===== src/rtl/btn_cmd_encoder.sv =====
// btn_cmd_encoder
// Turns three raw push-button lines into single-cycle command codes for the
// downstream control FSM: synchronise, debounce, detect rising edges, then
// arbitrate by priority (button 0 highest) and issue one code per clock.
// Optional build macro CMD_LOCKOUT_EN enforces a minimum idle gap of
// LOCKOUT_CYCLES between two issued commands.
module btn_cmd_encoder #(
    parameter int unsigned DEBOUNCE_CYCLES = 4,
    parameter int unsigned LOCKOUT_CYCLES  = 8
) (
    input  logic       clk,
    input  logic       rst_n,
    input  logic [2:0] btn_raw,
    output logic [2:0] user_input,
    output logic       cmd_valid,
    output logic       overrun
);

    localparam int CW = $clog2(DEBOUNCE_CYCLES + 1);
    localparam logic [CW:0] DbLimit = (CW + 1)'(DEBOUNCE_CYCLES);

    // Synchroniser, debounce and arbitration state
    logic [2:0]    sync1_q, sync2_q;
    logic [2:0]    stable_q, stable_d;
    logic [CW-1:0] dbCnt_q [3];
    logic [CW-1:0] dbCnt_d [3];
    logic [CW:0]   dbInc   [3];
    logic [2:0]    pending_q, pending_d;
    logic [2:0]    rise;
    logic [2:0]    issueMask;
    logic [2:0]    issueCode;
    logic          issueAllowed;
    logic [2:0]    userInput_q, userInput_d;
    logic          cmdValid_q, cmdValid_d;
    logic          overrun_q, overrun_d;

`ifdef CMD_LOCKOUT_EN
    localparam int LW = $clog2(LOCKOUT_CYCLES + 1);
    localparam logic [LW-1:0] LockLoad = LW'(LOCKOUT_CYCLES);

    logic [LW-1:0] lockCnt_q, lockCnt_d;

    // Issue is blocked while the lockout counter is still running down
    always_comb begin
        issueAllowed = (lockCnt_q == '0);
        lockCnt_d    = lockCnt_q;
        if (|issueMask) begin
            lockCnt_d = LockLoad;
        end else if (lockCnt_q != '0) begin
            lockCnt_d = lockCnt_q - 1'b1;
        end
    end

    // Lockout counter register, cleared by reset so the first press is never delayed
    always_ff @(posedge clk) begin
        if (!rst_n) begin
            lockCnt_q <= '0;
        end else begin
            lockCnt_q <= lockCnt_d;
        end
    end
`else
    // Without lockout every cycle may issue a command
    always_comb begin
        issueAllowed = 1'b1;
    end
`endif

    // Per-bit debounce: the stable level flips only after DEBOUNCE_CYCLES disagreeing cycles in a row
    always_comb begin
        stable_d = stable_q;
        for (int i = 0; i < 3; i++) begin
            dbInc[i]   = {1'b0, dbCnt_q[i]} + (CW + 1)'(1);
            dbCnt_d[i] = '0;
            if (sync2_q[i] != stable_q[i]) begin
                if (dbInc[i] == DbLimit) begin
                    stable_d[i] = sync2_q[i];
                end else begin
                    dbCnt_d[i] = dbInc[i][CW-1:0];
                end
            end
        end
        rise = stable_d & ~stable_q;
    end

    // Priority arbitration over the pending presses, plus pending/overrun bookkeeping
    always_comb begin
        issueMask = 3'b000;
        issueCode = 3'd0;
        if (pending_q[0]) begin
            issueMask = 3'b001;
            issueCode = 3'd1;
        end else if (pending_q[1]) begin
            issueMask = 3'b010;
            issueCode = 3'd2;
        end else if (pending_q[2]) begin
            issueMask = 3'b100;
            issueCode = 3'd3;
        end
        if (!issueAllowed) begin
            issueMask = 3'b000;
            issueCode = 3'd0;
        end
        // A new rise on the bit being issued this edge survives as a fresh pending press
        pending_d   = (pending_q & ~issueMask) | rise;
        overrun_d   = overrun_q | (|(rise & pending_q & ~issueMask));
        userInput_d = issueCode;
        cmdValid_d  = |issueMask;
    end

    // All state registers with synchronous active-low reset
    always_ff @(posedge clk) begin
        if (!rst_n) begin
            sync1_q     <= '0;
            sync2_q     <= '0;
            stable_q    <= '0;
            pending_q   <= '0;
            userInput_q <= '0;
            cmdValid_q  <= 1'b0;
            overrun_q   <= 1'b0;
            for (int i = 0; i < 3; i++) begin
                dbCnt_q[i] <= '0;
            end
        end else begin
            sync1_q     <= btn_raw;
            sync2_q     <= sync1_q;
            stable_q    <= stable_d;
            pending_q   <= pending_d;
            userInput_q <= userInput_d;
            cmdValid_q  <= cmdValid_d;
            overrun_q   <= overrun_d;
            for (int i = 0; i < 3; i++) begin
                dbCnt_q[i] <= dbCnt_d[i];
            end
        end
    end

    assign user_input = userInput_q;
    assign cmd_valid  = cmdValid_q;
    assign overrun    = overrun_q;

endmodule

===== config.mk =====
export PLATFORM = sky130hd
export DESIGN_NAME = btn_cmd_encoder
export DESIGN_NICKNAME = d
export VERILOG_FILES = /design/src/rtl/btn_cmd_encoder.sv
export SDC_FILE = /design/constraint.sdc
export NUM_CORES = 1
export LEC_CHECK = 0
export CELL_PAD_IN_SITES_DETAIL_PLACEMENT = 1
export CELL_PAD_IN_SITES_GLOBAL_PLACEMENT = 2
export CORE_MARGIN = 2
export CORE_UTILIZATION = 34
export CTS_BUF_LIST = sky130_fd_sc_hd__clkbuf_4 sky130_fd_sc_hd__clkbuf_8 sky130_fd_sc_hd__clkbuf_16
export DETAILED_ROUTE_END_ITERATION = 12
export GPL_TIMING_DRIVEN = 0
export PLACE_DENSITY = 0.82
export SYNTH_ARGS = -nofsm -noshare
export SYNTH_HDL_FRONTEND = slang
export SYNTH_SLANG_ARGS = --single-unit

===== constraint.sdc =====
create_clock -name clk -period 1.6 [get_ports clk]
set_input_delay 0.48 -clock clk [delete_from_list [all_inputs] [get_ports clk]]
set_output_delay 0.48 -clock clk [all_outputs]
set_load 0.005 [all_outputs]

==> results.rst, run 1 <==
.. list-table::
   :header-rows: 1

   * - Metric
     - Value
   * - Global-route wire length before repair
     - 2890 um
   * - Layout Nets
     - 125
   * - Simple-gate portion of the synthesized area
     - 0.201
   * - Arithmetic-cell share of the synthesized area counting full adders, half adders and majority gates
     - 0.0761
   * - Most used flip-flop cell after synthesis
     - sky130_fd_sc_hd__dfxtp_1
   * - # setup viols final
     - 0
   * - Share of synthesized area occupied by flip-flops and latches
     - 0.508
   * - Distinct cells, synth
     - 26
   * - Pre-antenna DRT Iters
     - 4
   * - Total power divided by cell area
     - ~850 nW/um^2
   * - Highest clock frequency the design can meet
     - 0.725 GHz
   * - Cell count along the critical path
     - 5
   * - Placer Congestion
     - 0.659
   * - Total global routing overflow
     - 0
   * - Critical Path RT
     - approximately 1.9 ns
   * - Most frequent standard cell in the layout excluding fill and tap cells
     - sky130_fd_sc_hd__dfxtp_1
   * - CTS tree
     - built
   * - Yosys warning total
     - 0
   * - Count of vias placed by the detailed router
     - ~700
   * - Via count of the first global-routing pass
     - 696
   * - # Max-Cap Violations
     - 0
   * - Area of the multi-input gates
     - roughly 450 um^2
   * - Num CTS Buffers
     - 3
   * - Die outline height
     - roughly 58 um
   * - Hold-fix buffers, CTS
     - 0
   * - Buffer type at the clock tree root
     - sky130_fd_sc_hd__clkbuf_4
   * - Xor and xnor area share after synthesis
     - 0.0266
   * - Worst hold path depth
     - 1
   * - DRC violation total after the first TritonRoute iteration
     - 15
   * - Crit. Startpoint
     - dbCnt_q[0][6]
   * - Area growth from synthesis to layout
     - 15.0%
   * - Core Rows
     - 19
   * - Number of antenna-violating nets in the routed design
     - 0
   * - Cell family with most CP delay
     - compound AO/OA/AOI/OAI gates
   * - Crit. End Element
     - flip-flop
   * - Largest family of logic cells by synthesized area
     - simple AND/OR/NAND/NOR gates
   * - Average cell area after synthesis
     - 9.76 um^2
   * - Area of the core region
     - 2760 um^2
   * - Global Route Usage Sum
     - 0.112
   * - Total clock sinks
     - 25
   * - Portion of synthesized cell area occupied by the leading cell type
     - 0.508
   * - Total power after layout
     - between 0.9 and 1 mW
   * - Register area
     - 502 um^2
   * - Number of inserted diodes
     - 0
   * - Number of H-tree branching levels
     - 1
   * - Number of failing hold endpoints at the final stage
     - 0
   * - Capture instance of the worst register-to-register path
     - dbCnt_q[0][8]
   * - Remaining routing DRC violations
     - 0
   * - Worst path slowest cell
     - sky130_fd_sc_hd__dfxtp_1
   * - Register-to-register path setup slack
     - 0.22 ns
   * - Classification of the worst setup path
     - reg -> reg
   * - Post-synthesis cell type with the largest combined area
     - sky130_fd_sc_hd__dfxtp_1
   * - Worst Reg2Reg Path Length in Cells
     - 5
   * - Non-filler instance count after layout
     - between 100 and 150
   * - Tmin final
     - about 1.4 ns
   * - Static Leak
     - 0.477 nW
   * - Routed Wire Length
     - 1610 um
   * - Crit path launch type
     - flip-flop
   * - Die width
     - between 50 and 60 um
   * - Syn Inst Count
     - 101
   * - Initial antenna violation count
     - 0
   * - Number of I/O port buffers
     - 8
   * - Critical-path maximum fanout
     - 5
   * - Synth Area in Compound Gates
     - 0.154
   * - Clock Pin Slew Worst Setup and Hold Paths
     - between 0.1 and 0.15 ns
   * - Top library cells by usage in the layout, fill and taps aside
     - sky130_fd_sc_hd__dfxtp_1, sky130_fd_sc_hd__nor2_1, sky130_fd_sc_hd__and2_1
   * - Later-pin clock latency in the skew report
     - around 0.31 ns
   * - Peak supply drop
     - 0.699 mV
   * - Top-level port count
     - 10
   * - Endpoint arrival time on the critical path
     - 1.63 ns
   * - Number of flops mapped to enable cells by yosys
     - 0
   * - Max-slew violation count
     - 0
   * - Buffers and inverters on the worst path
     - 0
   * - Status
     - complete, no violations
   * - Ratio of cells with drive above 1 in the final layout
     - 0.124
   * - Count of filler cells inserted in the layout
     - 326
   * - Mux cell area share after synthesis
     - 0
   * - Setup repair after global routing missed its margin
     - no
   * - Delay of the slowest cell on the worst path
     - 0.39 ns
   * - Post-synthesis sequential element count
     - 25
   * - Dominant cells by area after synthesis
     - sky130_fd_sc_hd__dfxtp_1, sky130_fd_sc_hd__ha_1, sky130_fd_sc_hd__and2_1, sky130_fd_sc_hd__nor2_1, sky130_fd_sc_hd__nand2b_1
   * - Buffers from clock root to sink, at most
     - 2
   * - Cell area after technology mapping
     - 986 um^2
   * - Startpoint of the worst register-to-register path
     - dbCnt_q[0][6]
   * - Average vias per placed instance
     - 4.85
   * - Routed wire length per instance
     - roughly 11 um
   * - Dpl hpwl
     - 1250 um
   * - Die area
     - 3350 um^2
   * - Post-synth ARST share
     - 0
   * - Final period util
     - 0.862
   * - Starting density of the core
     - 0.358
   * - Destination of the critical timing path
     - dbCnt_q[0][8]
   * - Worst-path cell chain
     - ha_1 > nand2b_1 > o21ai_2 > a211o_1 > a21oi_1
   * - Post-CTS setup-driven buffer insertion count
     - 0
   * - Pin count of the biggest net entering global routing
     - 14
   * - Syn_nets
     - 112
   * - Inst Count DP
     - 140
   * - Kind of path behind the tightest hold check
     - reg -> reg
   * - Clock Skews
     - a little under 0.001 ns
## repair_timing
action | CTS | global route
setup endpoints to repair | 4 | 1
resized for setup | 5 | 1
hold endpoints to repair | 0 | 0
## cell usage after synthesis, types with 2 or more instances
cell type	instances
sky130_fd_sc_hd__inv_1	4
sky130_fd_sc_hd__nand2_1	2
sky130_fd_sc_hd__nor2b_1	2
sky130_fd_sc_hd__a21bo_2	3
sky130_fd_sc_hd__a211o_1	3
sky130_fd_sc_hd__and2_1	9
sky130_fd_sc_hd__o21ai_2	2
sky130_fd_sc_hd__nor3_1	3
sky130_fd_sc_hd__a21oi_1	7
sky130_fd_sc_hd__ha_1	6
sky130_fd_sc_hd__nor2_1	11
sky130_fd_sc_hd__dfxtp_1	25
sky130_fd_sc_hd__xnor2_1	3
sky130_fd_sc_hd__nand3_1	3
sky130_fd_sc_hd__nand2b_1	6
sky130_fd_sc_hd__a31oi_1	2
## sequential cells by signal (all words and copies together), names as in the netlist
name,cells
dbCnt_q,9
pending_q,3
stable_q,3
sync1_q,3
sync2_q,3
user_input,2
cmd_valid,1
overrun,1
## power breakdown
group | internal, mW | switching, mW
Combinational | 0.0199 | 0.0158
Sequential | 0.632 | 0.00582
Clock | 0.114 | 0.177
Total | 0.766 | 0.198
## layer usage
layer  global-route usage  vias to the layer above  share of wire
met2                0.200                       12           0.48
li1                     -                      363              -
met3               0.0402                        2          0.040
met1                0.127                      321           0.47
met5                    0                        -              0
met4               0.0299                        0          0.011
## stage by stage
stage          setup WS (ns)   util  instance area [um^2]  TNS (ns)  hold slack (ns)
2_1_floorplan          0.368      -                   986         0            0.412
3_3_place_gp          -0.234  0.401                  1100    -0.723            0.419
3_5_place_dp          -0.250  0.401                  1100     -1.02            0.436
4_1_cts               0.0855  0.410                  1130         0            0.467
5_1_grt                0.109  0.411                  1130         0            0.474
6_report               0.221  0.411                  1130         0            0.458
## logic make-up (layout without fill, tap and decap cells)
family | after synthesis | after routing
simple gates | 38 | 38
flops | 25 | 25
compound gates | 21 | 21
buf+inv | 7 | 19
fa+ha+maj | 6 | 6
xor+xnor | 3 | 3
other cells | 1 | 1
## worst min-delay path by stage
stage	from	to	slack (ns)
2_1_floorplan	sync1_q[0]	sync2_q[0]	0.41
3_3_place_gp	sync1_q[2]	sync2_q[2]	0.42
3_5_place_dp	sync1_q[0]	sync2_q[0]	0.44
4_1_cts	sync1_q[0]	sync2_q[0]	0.47
5_1_grt	sync1_q[0]	sync2_q[0]	0.47
6_report	sync1_q[0]	sync2_q[0]	0.46
## area by class of cell
type	count	share of cell area
flip-flops and latches	25	0.443
multi-input cells	69	0.401
repair buffers	8	0.0684
well taps	31	0.0342
clock buffers	4	0.0265
inverters	5	0.0166
plain buffers	2	0.0110
Note: power is estimated with default switching activity, not from simulation.
==> run 2: changes to the inputs <==
--- a/config.mk
+++ b/config.mk
@@ -5,13 +5,14 @@
 export SDC_FILE = /design/constraint.sdc
 export NUM_CORES = 1
 export LEC_CHECK = 0
-export CELL_PAD_IN_SITES_DETAIL_PLACEMENT = 1
+export CELL_PAD_IN_SITES_DETAIL_PLACEMENT = 0
 export CELL_PAD_IN_SITES_GLOBAL_PLACEMENT = 2
 export CORE_MARGIN = 2
 export CORE_UTILIZATION = 34
 export CTS_BUF_LIST = sky130_fd_sc_hd__clkbuf_4 sky130_fd_sc_hd__clkbuf_8 sky130_fd_sc_hd__clkbuf_16
 export DETAILED_ROUTE_END_ITERATION = 12
 export GPL_TIMING_DRIVEN = 0
+export MAX_ROUTING_LAYER = met4
 export PLACE_DENSITY = 0.82
 export SYNTH_ARGS = -nofsm -noshare
 export SYNTH_HDL_FRONTEND = slang
==> run 2 against run 1 <==
Effect of this change: first-iteration DRC count up 47%; worst setup slack worse by 0.11 ns; critical path type is now in -> reg; final cell count is the same; largest power group unchanged; via count decreased by 3.6%; sequential power about the same; sequential share of layout area rose by 0.098 points.
==> results.rst, run 2 (synthesis results as in run 1) <==
.. list-table::
   :header-rows: 1

   * - Metric
     - Value
   * - Critical Path RT
     - 1.85 ns
   * - Static Leak
     - 0.468 nW
   * - Count of filler cells inserted in the layout
     - 292
   * - Ratio of cells with drive above 1 in the final layout
     - 0.124
   * - Status
     - complete, no violations
   * - Number of inserted diodes
     - 0
   * - DRC violation total after the first TritonRoute iteration
     - 22
   * - Setup repair after global routing missed its margin
     - no
   * - Die width
     - 57.9 um
   * - Core Rows
     - 19
   * - Worst path slowest cell
     - sky130_fd_sc_hd__clkdlybuf4s50_1
   * - Routed wire length per instance
     - 9.62 um
   * - Buffers from clock root to sink, at most
     - 2
   * - Register area
     - 502 um^2
   * - Number of H-tree branching levels
     - 1
   * - Cell family with most CP delay
     - buffers and inverters
   * - Final period util
     - 0.933
   * - Layout Nets
     - ~130
   * - Number of flip-flops in the largest register
     - 9
   * - Initial antenna violation count
     - 0
   * - Crit. End Element
     - flip-flop
   * - Dpl hpwl
     - 1030 um
   * - Total clock sinks
     - 25
   * - Max-slew violation count
     - 0
   * - Total power divided by cell area
     - about 850 nW/um^2
   * - Classification of the worst setup path
     - in -> reg
   * - Tmin final
     - between 1 and 1.5 ns
   * - Die area
     - 3350 um^2
   * - Buffers and inverters on the worst path
     - 3
   * - Top library cells by usage in the layout, fill and taps aside
     - sky130_fd_sc_hd__dfxtp_1, sky130_fd_sc_hd__nor2_1, sky130_fd_sc_hd__and2_1
   * - Largest Register
     - dbCnt_q
   * - Num CTS Buffers
     - 3
   * - Kind of path behind the tightest hold check
     - reg -> reg
   * - Area growth from synthesis to layout
     - 14.7%
   * - Endpoint arrival time on the critical path
     - 1.74 ns
   * - Total power after layout
     - 0.957 mW
   * - Global-route wire length before repair
     - roughly 2500 um
   * - Area of the multi-input gates
     - 454 um^2
   * - Crit path launch type
     - input port
   * - Delay of the slowest cell on the worst path
     - 0.60 ns
   * - Hold-fix buffers, CTS
     - 0
   * - Count of vias placed by the detailed router
     - 673
   * - Placer Congestion
     - about 0.67
   * - # Max-Cap Violations
     - 0
   * - Area of the core region
     - 2760 um^2
   * - Critical-path maximum fanout
     - 10
   * - Clock Skews
     - 0.0117 ns
   * - Number of antenna-violating nets in the routed design
     - 0
   * - Number of I/O port buffers
     - 8
   * - Top-level port count
     - 10
   * - Peak supply drop
     - 0.713 mV
   * - Number of failing hold endpoints at the final stage
     - 0
   * - Total global routing overflow
     - 0
   * - Pre-antenna DRT Iters
     - 4
   * - Most frequent standard cell in the layout excluding fill and tap cells
     - sky130_fd_sc_hd__dfxtp_1
   * - Via count of the first global-routing pass
     - 624
   * - CTS tree
     - built
   * - # setup viols final
     - 0
   * - Remaining routing DRC violations
     - 0
   * - Average vias per placed instance
     - roughly 4.7
   * - WHS
     - roughly 0.44 ns
   * - Die outline height
     - between 50 and 60 um
   * - Later-pin clock latency in the skew report
     - 0.31 ns
   * - Global Route Usage Sum
     - 0.0995
   * - Worst-path cell chain
     - clkdlybuf4s50_1 > inv_2 > buf_2 > a211o_1 > a21oi_2
   * - Buffer type at the clock tree root
     - sky130_fd_sc_hd__clkbuf_4
   * - Clock Pin Slew Worst Setup and Hold Paths
     - 0.11 ns
   * - Pin count of the biggest net entering global routing
     - 14
   * - Highest clock frequency the design can meet
     - 0.670 GHz
   * - Starting density of the core
     - 0.358
   * - Routed Wire Length
     - between 1000 and 1500 um
## run 2: cell count changes in the layout (fill, tap and decap cells not counted)
cell,delta
sky130_fd_sc_hd__dlymetal6s2s_1,-1
sky130_fd_sc_hd__clkdlybuf4s50_1,+1
## run 2: layer usage
metal  vias to the layer above  routed length, um  part of all wire  GRT usage
met5                         -                  0                 0          -
met4                         0                  9            0.0065     0.0266
met3                         2                 69             0.050     0.0402
met2                        15                607              0.44      0.156
met1                       293                699              0.50      0.119
li1                        363                  -                 -          -
## run 2: layout make-up
type	count	area share
Buffer	2	0.0111
Clock buffer	4	0.0265
Inverter	5	0.0166
Multi-Input combinational cell	69	0.402
Sequential cell	25	0.444
Tap cell	31	0.0343
Timing Repair Buffer	8	0.0664
## run 2: worst paths after layout
check | startpoint | endpoint | slack (ns) | cells after the start
min reg2reg | sync1_q[2] | sync2_q[2] | 0.44 | 1
max reg2reg | dbCnt_q[0][0] | dbCnt_q[0][1] | 0.23 | 5
min | sync1_q[2] | sync2_q[2] | 0.44 | 1
max | rst_n | dbCnt_q[0][2] | 0.11 | 5
## run 2: power by group
group | total (mW) | leakage (nW) | switching, mW | internal (mW)
logic | 0.0355 | 0.246 | 0.0154 | 0.0201
registers | 0.637 | 0.203 | 0.00526 | 0.632
clock network | 0.285 | 0.0184 | 0.171 | 0.114
total | 0.957 | 0.468 | 0.191 | 0.766
## run 2: repair_timing
action / CTS / global route
setup buffers: 0 / 0
endpoints found under the setup margin: 4 / 0
gates resized for setup: 5 / 0
## run 2: through the flow
step | setup TNS, ns | setup WS (ns) | utilization | area [um^2] | instances
after floorplan | 0 | 0.368 | - | 986 | 101
after global placement | -0.723 | -0.234 | 0.401 | 1100 | 140
after detailed placement | -0.704 | -0.217 | 0.401 | 1100 | 140
after CTS | 0 | 0.115 | 0.410 | 1130 | 144
after global routing | 0 | 0.0294 | 0.410 | 1130 | 144
final | 0 | 0.107 | 0.410 | 1130 | 144
==> run 3: changes to the inputs <==
--- a/config.mk
+++ b/config.mk
@@ -14,6 +14,7 @@
 export GPL_TIMING_DRIVEN = 0
 export MAX_ROUTING_LAYER = met4
 export PLACE_DENSITY = 0.82
+export SLEW_MARGIN = 20
 export SYNTH_ARGS = -nofsm -noshare
 export SYNTH_HDL_FRONTEND = slang
 export SYNTH_SLANG_ARGS = --single-unit
==> results of run 3 <==
Final layout, timing and power as in run 2 (identical DEF).
